**src/rtl/apb_isqrt_slave_if.sv**
```systemverilog
// ---------------------------------------------------------------------------
// apb_isqrt_slave_if
//   APB bus bundle between a requester and the isqrt completer.
//
//   PSEL     select                (master -> slave)
//   PENABLE  access phase          (master -> slave)
//   PWRITE   1=write, 0=read       (master -> slave)
//   PADDR    byte address          (master -> slave)
//   PWDATA   write data            (master -> slave)
//   PRDATA   read data             (slave -> master)
//   PREADY   transfer complete     (slave -> master)
//   PSLVERR  error response        (slave -> master)
// ---------------------------------------------------------------------------
interface apb_isqrt_slave_if #(
   parameter int ADDR_W = 32,
   parameter int DATA_W = 32
);
   logic              PSEL;
   logic              PENABLE;
   logic              PWRITE;
   logic [ADDR_W-1:0] PADDR;
   logic [DATA_W-1:0] PWDATA;
   logic [DATA_W-1:0] PRDATA;
   logic              PREADY;
   logic              PSLVERR;

   modport master (
      output PSEL, PENABLE, PWRITE, PADDR, PWDATA,
      input  PRDATA, PREADY, PSLVERR
   );

   modport slave (
      input  PSEL, PENABLE, PWRITE, PADDR, PWDATA,
      output PRDATA, PREADY, PSLVERR
   );
endinterface

```
**src/rtl/apb_isqrt_slave.sv**
```systemverilog
// ---------------------------------------------------------------------------
// apb_isqrt_slave
//   APB completer computing a 32-bit unsigned integer square root, one root
//   bit per PCLK (restoring digit-by-digit method, 16 iterations).
//
//   Ports:
//     PCLK    bus clock, all state on the rising edge
//     PRESET  asynchronous active-low reset
//     bus     APB slave modport (PSEL/PENABLE/PWRITE/PADDR/PWDATA in,
//             PRDATA/PREADY/PSLVERR out)
//     irq     level interrupt = DONE & IRQ_EN
//
//   Register map (PADDR[4:2]):
//     0x00 OPERAND  RW (write while busy -> PSLVERR, ignored)
//     0x04 CTRL     [0] START (W1 pulse, reads 0)  [1] IRQ_EN
//     0x08 STATUS   [0] BUSY (RO)  [1] DONE (W1C, sticky)
//     0x0C ROOT     RO [15:0]
//     0x10 REM      RO [16:0]
//     0x14-0x1C     unmapped: PSLVERR, reads 0
//
//   Compute FSM:
//     state   | meaning
//     --------+---------------------------------------------------------
//     ST_IDLE | no computation; BUSY=0, result registers hold last result
//     ST_CALC | iterating; BUSY=1, reads of ROOT/REM are stalled
// ---------------------------------------------------------------------------
module apb_isqrt_slave #(
   parameter int ADDR_W = 32,
   parameter int DATA_W = 32
) (
   input  logic                PCLK,
   input  logic                PRESET,
   apb_isqrt_slave_if.slave    bus,
   output logic                irq
);

   localparam int ROOT_W = DATA_W / 2;
   localparam int REM_W  = ROOT_W + 1;
   localparam int STEP_W = REM_W + 2;
   localparam int CNT_W  = $clog2(ROOT_W);

   localparam logic [2:0] A_OP   = 3'd0;
   localparam logic [2:0] A_CTRL = 3'd1;
   localparam logic [2:0] A_STAT = 3'd2;
   localparam logic [2:0] A_ROOT = 3'd3;
   localparam logic [2:0] A_REM  = 3'd4;

   localparam logic [CNT_W-1:0] CNT_LAST = CNT_W'(ROOT_W - 1);

   typedef enum logic {
      ST_IDLE,
      ST_CALC
   } state_t;

   state_t              state_q,  state_d;
   logic [DATA_W-1:0]   op_q,     op_d;
   logic [DATA_W-1:0]   work_q,   work_d;
   logic [ROOT_W-1:0]   wroot_q,  wroot_d;
   logic [REM_W-1:0]    wrem_q,   wrem_d;
   logic [CNT_W-1:0]    cnt_q,    cnt_d;
   logic [ROOT_W-1:0]   root_q,   root_d;
   logic [REM_W-1:0]    rem_q,    rem_d;
   logic                irq_en_q, irq_en_d;
   logic                done_q,   done_d;

   logic                busy;
   logic [2:0]          reg_idx;
   logic                access;
   logic                rd_result;
   logic                pready;
   logic                wr_fire;
   logic                slverr;
   logic [DATA_W-1:0]   rdata;

   logic [STEP_W-1:0]   rem_sh;
   logic [STEP_W-1:0]   trial;
   logic                take;
   logic [STEP_W-1:0]   rem_nxt;
   logic [ROOT_W-1:0]   root_nxt;

   logic                unused_bits;

   assign busy      = (state_q == ST_CALC);
   assign reg_idx   = bus.PADDR[4:2];
   assign access    = bus.PSEL & bus.PENABLE;
   assign rd_result = (reg_idx == A_ROOT) || (reg_idx == A_REM);

   // Only result reads wait for the iteration; every other access,
   // including writes during a computation, completes at once.
   assign pready  = ~(access & ~bus.PWRITE & rd_result & busy);
   assign wr_fire = access & bus.PWRITE & pready;

   always_comb begin
      slverr = 1'b0;
      case (reg_idx)
         A_OP:           slverr = bus.PWRITE & busy;
         A_CTRL:         slverr = bus.PWRITE & bus.PWDATA[0] & busy;
         A_STAT:         slverr = 1'b0;
         A_ROOT, A_REM:  slverr = bus.PWRITE;
         default:        slverr = 1'b1;
      endcase
   end

   always_comb begin
      rdata = '0;
      case (reg_idx)
         A_OP:    rdata = op_q;
         A_CTRL:  rdata = {{(DATA_W-2){1'b0}}, irq_en_q, 1'b0};
         A_STAT:  rdata = {{(DATA_W-2){1'b0}}, done_q, busy};
         A_ROOT:  rdata = {{(DATA_W-ROOT_W){1'b0}}, root_q};
         A_REM:   rdata = {{(DATA_W-REM_W){1'b0}}, rem_q};
         default: rdata = '0;
      endcase
   end

   assign bus.PREADY  = pready;
   assign bus.PSLVERR = access & pready & slverr;
   assign bus.PRDATA  = (access & pready) ? rdata : '0;

   assign irq = done_q & irq_en_q;

   // One restoring iteration: bring down the next two operand bits and try
   // to subtract (root << 2) | 1.  The partial remainder never exceeds
   // 2*root, so REM_W bits hold the kept value.
   assign rem_sh   = {wrem_q, work_q[DATA_W-1 -: 2]};
   assign trial    = {1'b0, wroot_q, 2'b01};
   assign take     = (rem_sh >= trial);
   assign rem_nxt  = take ? (rem_sh - trial) : rem_sh;
   assign root_nxt = {wroot_q[ROOT_W-2:0], take};

   always_comb begin
      state_d  = state_q;
      op_d     = op_q;
      work_d   = work_q;
      wroot_d  = wroot_q;
      wrem_d   = wrem_q;
      cnt_d    = cnt_q;
      root_d   = root_q;
      rem_d    = rem_q;
      irq_en_d = irq_en_q;
      done_d   = done_q;

      if (wr_fire) begin
         case (reg_idx)
            A_OP: begin
               if (!busy) op_d = bus.PWDATA;
            end
            A_CTRL: begin
               irq_en_d = bus.PWDATA[1];
               if (bus.PWDATA[0] && !busy) begin
                  state_d = ST_CALC;
                  done_d  = 1'b0;
                  work_d  = op_q;
                  wroot_d = '0;
                  wrem_d  = '0;
                  cnt_d   = '0;
               end
            end
            A_STAT: begin
               if (bus.PWDATA[1]) done_d = 1'b0;
            end
            default: ;
         endcase
      end

      // Evaluated after the bus writes so a DONE set beats a same-edge clear.
      if (state_q == ST_CALC) begin
         work_d  = {work_q[DATA_W-3:0], 2'b00};
         wroot_d = root_nxt;
         wrem_d  = rem_nxt[REM_W-1:0];
         cnt_d   = cnt_q + 1'b1;
         if (cnt_q == CNT_LAST) begin
            state_d = ST_IDLE;
            done_d  = 1'b1;
            root_d  = root_nxt;
            rem_d   = rem_nxt[REM_W-1:0];
         end
      end
   end

   always_ff @(posedge PCLK or negedge PRESET) begin
      if (!PRESET) begin
         state_q  <= ST_IDLE;
         op_q     <= '0;
         work_q   <= '0;
         wroot_q  <= '0;
         wrem_q   <= '0;
         cnt_q    <= '0;
         root_q   <= '0;
         rem_q    <= '0;
         irq_en_q <= 1'b0;
         done_q   <= 1'b0;
      end else begin
         state_q  <= state_d;
         op_q     <= op_d;
         work_q   <= work_d;
         wroot_q  <= wroot_d;
         wrem_q   <= wrem_d;
         cnt_q    <= cnt_d;
         root_q   <= root_d;
         rem_q    <= rem_d;
         irq_en_q <= irq_en_d;
         done_q   <= done_d;
      end
   end

   assign unused_bits = ^{bus.PADDR[ADDR_W-1:5], bus.PADDR[1:0], rem_nxt[STEP_W-1:REM_W]};

endmodule

```
**src/flat_wrapper.sv**
```systemverilog
// flat-port wrapper written by rule: the top's interface ports become plain ports
module apb_isqrt_slave_flat 
#(
   parameter int ADDR_W = 32,
   parameter int DATA_W = 32
)
  (PCLK, PRESET, irq, bus_PSEL, bus_PENABLE, bus_PWRITE, bus_PADDR, bus_PWDATA, bus_PRDATA, bus_PREADY, bus_PSLVERR);
  apb_isqrt_slave_if #(.ADDR_W(ADDR_W), .DATA_W(DATA_W)) bus_i ();
  input  logic PCLK;
  input  logic PRESET;
  output logic irq;
  input wire logic [$bits(bus_i.PSEL)-1:0] bus_PSEL;
  input wire logic [$bits(bus_i.PENABLE)-1:0] bus_PENABLE;
  input wire logic [$bits(bus_i.PWRITE)-1:0] bus_PWRITE;
  input wire logic [$bits(bus_i.PADDR)-1:0] bus_PADDR;
  input wire logic [$bits(bus_i.PWDATA)-1:0] bus_PWDATA;
  output wire logic [$bits(bus_i.PRDATA)-1:0] bus_PRDATA;
  output wire logic [$bits(bus_i.PREADY)-1:0] bus_PREADY;
  output wire logic [$bits(bus_i.PSLVERR)-1:0] bus_PSLVERR;
  assign bus_i.PSEL = bus_PSEL;
  assign bus_i.PENABLE = bus_PENABLE;
  assign bus_i.PWRITE = bus_PWRITE;
  assign bus_i.PADDR = bus_PADDR;
  assign bus_i.PWDATA = bus_PWDATA;
  assign bus_PRDATA = bus_i.PRDATA;
  assign bus_PREADY = bus_i.PREADY;
  assign bus_PSLVERR = bus_i.PSLVERR;
  apb_isqrt_slave #(.ADDR_W(ADDR_W), .DATA_W(DATA_W)) u_core (.PCLK(PCLK), .PRESET(PRESET), .bus(bus_i), .irq(irq));
endmodule
```
**config.mk**
```make
export PLATFORM = sky130hd
export DESIGN_NAME = apb_isqrt_slave_flat
export DESIGN_NICKNAME = d
export VERILOG_FILES = /design/src/rtl/apb_isqrt_slave_if.sv /design/src/rtl/apb_isqrt_slave.sv /design/src/flat_wrapper.sv
export SDC_FILE = /design/constraint.sdc
export NUM_CORES = 1
export LEC_CHECK = 0
export ABC_AREA = 0
export BUFFER_PORTS_ARGS = -buffer_cell sky130_fd_sc_hd__buf_2
export CELL_PAD_IN_SITES_DETAIL_PLACEMENT = 0
export CELL_PAD_IN_SITES_GLOBAL_PLACEMENT = 1
export CORE_MARGIN = 2
export CORE_UTILIZATION = 39
export DETAILED_ROUTE_END_ITERATION = 8
export GPL_TIMING_DRIVEN = 0
export PLACE_DENSITY_LB_ADDON = 0.1
export SYNTH_ARGS = -nofsm -noshare
export SYNTH_HDL_FRONTEND = slang
export SYNTH_SLANG_ARGS = --single-unit
export TNS_END_PERCENT = 20
```
**constraint.sdc**
```tcl
create_clock -name PCLK -period 6.11 [get_ports PCLK]
set_clock_uncertainty 0.2 [all_clocks]
set_input_delay 0.3055 -clock PCLK [delete_from_list [all_inputs] [get_ports PCLK]]
set_output_delay 0.3055 -clock PCLK [all_outputs]
set_load 0.02 [all_outputs]
```
==> impl_results.md, run 1 <==
* Headroom to the max-slew limit at 6.50%
* Clock transition at path regs at 0.06 ns
* Overflow after GRT at 0
* Most common cell after layout, fill and taps aside: nand2_1
* Die Footprint at 19700 um^2
* Count of state elements after synthesis at 137
* Critical path peak fanout at 10
* Number of ports placed on the die boundary at 104
* Post-synthesis instance area at 7250 um^2
* Core outline area at 18100 um^2
* Nets in the synthesized netlist at 850
* Overall global routing resource usage at 22.8%
* First-pass GRT wire length at 34300 um
* PortBufs at 73
* Clock insertion delay at the later pin of the skew report at 0.43 ns
* Kind of end point of the critical path: output port
* Initial antenna violation count at 0
* Final Cycle Share at 49.9%
* Gr busiest metal: met2
* Total negative slack at 0 ns
* Pins Over Slew Limit at 0
* # Max-Cap Violations at 0
* Library cells used by synthesis at 62
* Area Overhead vs Synth at 22.1%
* Highest-count cells in the layout ignoring fill and taps: nand2_1, dfrtp_1, buf_2, o21ai_0, mux2i_1
* Power Dens Cells at 521 nW/um^2
* Cells after synthesis at 762
* Final standard cell utilization of the core at 49.0%
* Max H-tree Level at 4
* Global routing usage on met3 at 4.24%
* Diode insertion count for antenna repair at 0
* Iter 0 DRT Violations at 320
* Number of instances in the placed design at 1065
* TritonCTS Buffers at 17
* Actual slew at the worst max-slew pin at 1.40 ns
* Type of the most critical hold path: in -> reg
* Number of global-route vias before repair at 5962
* Count of vias placed by the detailed router at 6085
* Gpl congestion at 0.872
* Met2 layer usage reported by global route at 36.0%
* Number of search-and-repair iterations in the first detailed-routing pass at 4
* Outcome: complete, no violations
* Sink count of the clock tree at 137
* Fraction of synthesis flops using an asynchronous set or reset pin at 100%
* Post-synthesis sequential area ratio at 47.3%
* Initial core utilization at 40.1%
* Startpoint types: register
* Buffers from clock root to sink, at most at 2
* Per-cell routed wire length at 19.3 um
* Root Driver: clkbuf_16
* Static Leak at 0.00427 uW
* Die Y at 140 um
* Max VDD drop at 0.214 mV
* Width of the chip at 140 um
* Number of warnings reported in the yosys synthesis log at 0
* Met1 demand-to-capacity share in global routing at 32.0%
* Number of flops mapped to enable cells by yosys at 0
* Layout cell share with drive strength beyond 1 at 18.9%
* Maximum clock frequency at 0.328 GHz
* Pin count of the biggest net entering global routing at 94
* Final non-filler cell total at 1130
* TritonCTS clock tree: yes
* Number of rows created at floorplan at 49
* Min cycle time layout at 3.05 ns
* Post-route DRC at 0
* Final Net Count at 976
* Post-CTS Resized at 0
* CP arrival at 2.54 ns
* Total placed instance area at 7940 um^2
* DP HPWL at 16400 um
* Post-synthesis area per instance at 9.52 um^2
* Final setup vio count at 0
* Vias per cell at 5.38
* Routed wire length at 21800 um
* Post-route cell area at 8850 um^2
* Required arrival time at the worst endpoint at 5.60 ns
* Number of routed nets with antenna violations at 0
* Unrepaired setup endpoints after global routing: no
* Setup Crit Path Kind: reg -> out
* Most used flip-flop cell after synthesis: dfrtp_1
* Final Hold Viols at 0
-- cell type report --
class	instances	area, um^2
Buffer	46	234
Clock buffer	19	443
Clock inverter	13	144
Fill cell	1723	9230
Inverter	23	86.3
Multi-Input combinational cell	556	3500
Sequential cell	137	3430
Tap cell	229	287
Timing Repair Buffer	107	729
-- sequential cells by signal, summed over array words and instances, names as in the netlist --
signal and count:
u_core.wrem_q 17, u_core.cnt_q 4, u_core.busy 1, u_core.wroot_q 16, u_core.op_q 32, u_core.root_q 16
u_core.work_q 32, u_core.done_q 1, u_core.rem_q 17, u_core.irq_en_q 1
-- path summary, 6_finish.rpt --
| kind | from | to | slack (ns) | cells after the start |
|---|---|---|---|---|
| worst min register to register | u_core.work_q[9] | u_core.work_q[11] | 0.28 | 2 |
| min in group asynchronous | PRESET | u_core.op_q[4] | 0.18 | 2 |
| worst max-delay path | u_core.busy | bus_PRDATA[11] | 3.06 | 6 |
| worst min-delay path | bus_PADDR[4] | u_core.done_q | 0.15 | 5 |
| worst max register to register | u_core.wroot_q[1] | u_core.wrem_q[9] | 3.26 | 10 |
| max in group asynchronous | PRESET | u_core.wrem_q[14] | 4.68 | 3 |
-- metal layers --
metal	wire length (um)	vias to the layer above
li1	-	2887
met1	10400	3028
met3	866	28
met5	0	-
met4	445	0
met2	10100	142
-- per-stage QoR --
stage	hold WS, ns	power (uW)	setup slack (ns)
2_1_floorplan	-0.190	2920	3.75
3_3_place_gp	0.262	3520	2.59
3_5_place_dp	0.0662	3560	3.10
4_1_cts	0.124	4620	3.06
5_1_grt	0.180	4940	2.91
6_report	0.149	4620	3.06
-- cells by family after synthesis --
kind of cell,Yosys count,synth area share (%)
buffers and inverters,69,4.42
adder cells (fa/ha/maj),19,3.28
XOR/XNOR,15,1.81
AO/OA/AOI/OAI,172,14.2
flip-flops,137,47.3
multiplexers,91,13.2
AND/OR/NAND/NOR,259,15.8
-- where the power goes --
part	switching (uW)	internal, uW
Clock	420	615
Sequential	277	1230
Combinational	1240	829
Total	1940	2680
-- repair_timing --
item,CTS,global route
buffers inserted,0,0
hold buffers,33,0
hold endpoints to repair,77,0
-- worst max-delay path: stages, from the launching register on --
cell      delay (ns)
dfrtp_1         0.37
clkinv_1        0.42
nor4_2          0.55
a211o_1         0.28
buf_4           0.23
nor2_1          0.10
buf_2           0.17
-- Yosys cell counts (5+ instances only) --
| master | count | area, um^2 |
|---|---|---|
| mux2i_1 | 56 | 561 |
| dfrtp_1 | 137 | 3430 |
| o21ai_1 | 13 | 65.1 |
| nand2_1 | 148 | 556 |
| nor2b_1 | 6 | 37.5 |
| nand4_1 | 5 | 31.3 |
| inv_1 | 22 | 82.6 |
| nor3_1 | 6 | 30.0 |
| a2bb2oi_1 | 5 | 43.8 |
| a21oi_1 | 29 | 145 |
| ha_1 | 19 | 238 |
| xor2_1 | 7 | 61.3 |
| nor2_1 | 47 | 176 |
| mux2_1 | 5 | 56.3 |
| buf_2 | 13 | 65.1 |
| o21ai_0 | 85 | 425 |
| clkbuf_1 | 25 | 93.8 |
| mux2_2 | 29 | 327 |
| nand3_1 | 11 | 55.1 |
| xnor2_1 | 8 | 70.1 |
| and2_1 | 18 | 113 |
Power figures use the tool's default switching activity.
==> run 2: changes to the inputs <==
Clock period 6.11 ns to 2.6 ns, I/O delays scaled along.
==> run 2 against run 1 <==
Effect of this change:
- sequential share of layout area shrank 2.5 points
- cell area grew 7.1%
- via count grew 2.2%
- non-clock buffer count grew 25
- critical path depth grew 3
- combinational power grew to 3.2 times the previous value
- largest power group unchanged
- power grew to 2.8 times the previous value
==> impl_results.md, run 2 (same netlist as run 1, synthesis figures left out) <==
* Outcome: complete, no violations
* Headroom to the max-slew limit at 48.4%
* Reg-to-reg setup timing slack at 0.05 ns
* Maximum clock frequency at 0.393 GHz
* Area Overhead vs Synth at 30.8%
* Largest regs: u_core.op_q: 32 flops, u_core.work_q: 32 flops
* Diode insertion count for antenna repair at 0
* Final Hold Viols at 0
* Core outline area at 18100 um^2
* Highest-count cells in the layout ignoring fill and taps: nand2_1, dfrtp_1, o21ai_0, buf_2, mux2i_1
* Worst-case hold slack at 0.00733 ns
* PortBufs at 73
* Routed wire length at 22800 um
* Number of routed nets with antenna violations at 0
* Buffers and inverters on the worst path at 2
* Number of global-route vias before repair at 6207
* WP depth at 9
* Vias per cell at 5.39
* Final Net Count at 1001
* Max H-tree Level at 4
* Post-route DRC at 0
* TritonCTS clock tree: yes
* Clock insertion delay at the later pin of the skew report at 0.43 ns
* Final non-filler cell total at 1155
* Max VDD drop at 0.598 mV
* Family of cells with the greatest summed delay on the critical path: compound AO/OA/AOI/OAI gates
* Type of the most critical hold path: in -> async
* Width of the chip at 140 um
* Gpl congestion at 0.872
* Buffers from clock root to sink, at most at 2
* Number of instances in the placed design at 1065
* Initial core utilization at 40.1%
* Overflow after GRT at 0
* Startpoint types: register
* Setup Crit Path Kind: reg -> reg
* Capture instance of the worst register-to-register path: u_core.wrem_q[16]
* Required arrival time at the worst endpoint at 2.69 ns
* TritonCTS Buffers at 17
* Per-cell routed wire length at 19.8 um
* Source of the worst register-to-register timing path: u_core.wrem_q[14]
* Final standard cell utilization of the core at 52.5%
* Iter 0 DRT Violations at 386
* Number of search-and-repair iterations in the first detailed-routing pass at 4
* Critical path peak fanout at 5
* Maximum single-stage delay on the critical path at 0.44 ns
* Kind of end point of the critical path: register
* Slowest-stage cell, CP: dfrtp_2
* Sink count of the clock tree at 137
* Clock transition at path regs at 0.06 ns
* Min cycle time layout at 2.55 ns
* Die Footprint at 19700 um^2
* Die Y at 140 um
* Pin count of the biggest net entering global routing at 94
* Count of vias placed by the detailed router at 6220
* Fill cell total of the finished layout at 1675
* Static Leak at 0.00445 uW
* Root Driver: clkbuf_16
* Cell chain of the critical path: ha_4, a21o_1, a211o_1, a41oi_2, o211ai_2, buf_6, bufbuf_16, nand2_2, o221ai_1
* Power Dens Cells at 1340 nW/um^2
* Unrepaired setup endpoints after global routing: yes
* Layout cell share with drive strength beyond 1 at 27.3%
* # Max-Cap Violations at 0
* Number of ports placed on the die boundary at 104
* Final Cycle Share at 98.0%
* First-pass GRT wire length at 35700 um
* CP arrival at 2.64 ns
* Logic depth of the worst register-to-register path at 9
* Most common cell after layout, fill and taps aside: nand2_1
* Actual slew at the worst max-slew pin at 0.771 ns
* Initial antenna violation count at 0
* Final setup vio count at 0
* Pins Over Slew Limit at 0
* Overall global routing resource usage at 23.7%
* Total power after layout at 12700 uW
* DP HPWL at 16400 um
* Number of rows created at floorplan at 49
run 2: cell count changes in the layout (fill, tap and decap cells not counted), sizes merged:
cell	previous run	this run
clkinv	5	4
buf	95	117
inv	25	26
bufbuf	0	1
dlygate4sd3	33	35
run 2: cell type report:
cell class	count	area, um^2	share of cell area [%]
buffer	44	230	2.43
clock buffer	19	443	4.67
clock inverter	13	144	1.52
inverter	23	88.8	0.936
multi-input combinational	556	3880	40.9
sequential	137	3440	36.2
tap	229	287	3.02
timing repair buffer	134	975	10.3
run 2: report_power, final:
group	total, uW	switching (uW)	internal (uW)
sequential	3630	723	2910
clock	2440	991	1440
combinational	6640	3530	3110
run 2: how the worst max path moves through the flow:
stage,from,to
final,u_core.wrem_q[14],u_core.wrem_q[16]
after CTS,u_core.wrem_q[9],u_core.wrem_q[9]
after floorplan,u_core.wrem_q[11],u_core.rem_q[8]
after detailed placement,u_core.wroot_q[1],u_core.wrem_q[9]
after global routing,u_core.wroot_q[2],u_core.rem_q[9]
after global placement,PRESET,u_core.op_q[25]
run 2: metrics by stage:
| stage | cell area (um^2) | worst slack, ns | setup TNS (ns) |
|---|---|---|---|
| 3_5_place_dp | 7940 | -0.213 | -4.70 |
| 4_1_cts | 9260 | 0.00741 | 0 |
| 2_1_floorplan | 7250 | 0.243 | 0 |
| 3_3_place_gp | 7900 | -0.746 | -102.76 |
| 6_report | 9490 | 0.0525 | 0 |
| 5_1_grt | 9490 | -0.0408 | -0.110 |
run 2: metal layers:
layer / part of all wire (%) / vias up / track usage [%]
li1: - / 2944 / -
met2: 47 / 151 / 37.7
met4: 2.6 / 0 / 8.51
met3: 3.7 / 34 / 4.21
met5: 0 / - / 0
met1: 47 / 3091 / 32.6
run 2: what timing repair did:
item                                    in CTS  in global routing
hold buffers                                35                  0
pin swaps                                    5                 11
endpoints found under the setup margin      63                 38
hold endpoints to repair                   171                  0
gates cloned                                 2                  0
gates resized for setup                     54                 32
setup buffers                               12                 12
run 2: worst register-to-register path: cells and delay by family, from the launching register on:
family,cells,cell delay [ns]
buffers and inverters,2,0.44
AOI/OAI and AO/OA,5,0.94
adders and majority gates,1,0.27
DFF,1,0.44
and+or+nand+nor,1,0.12
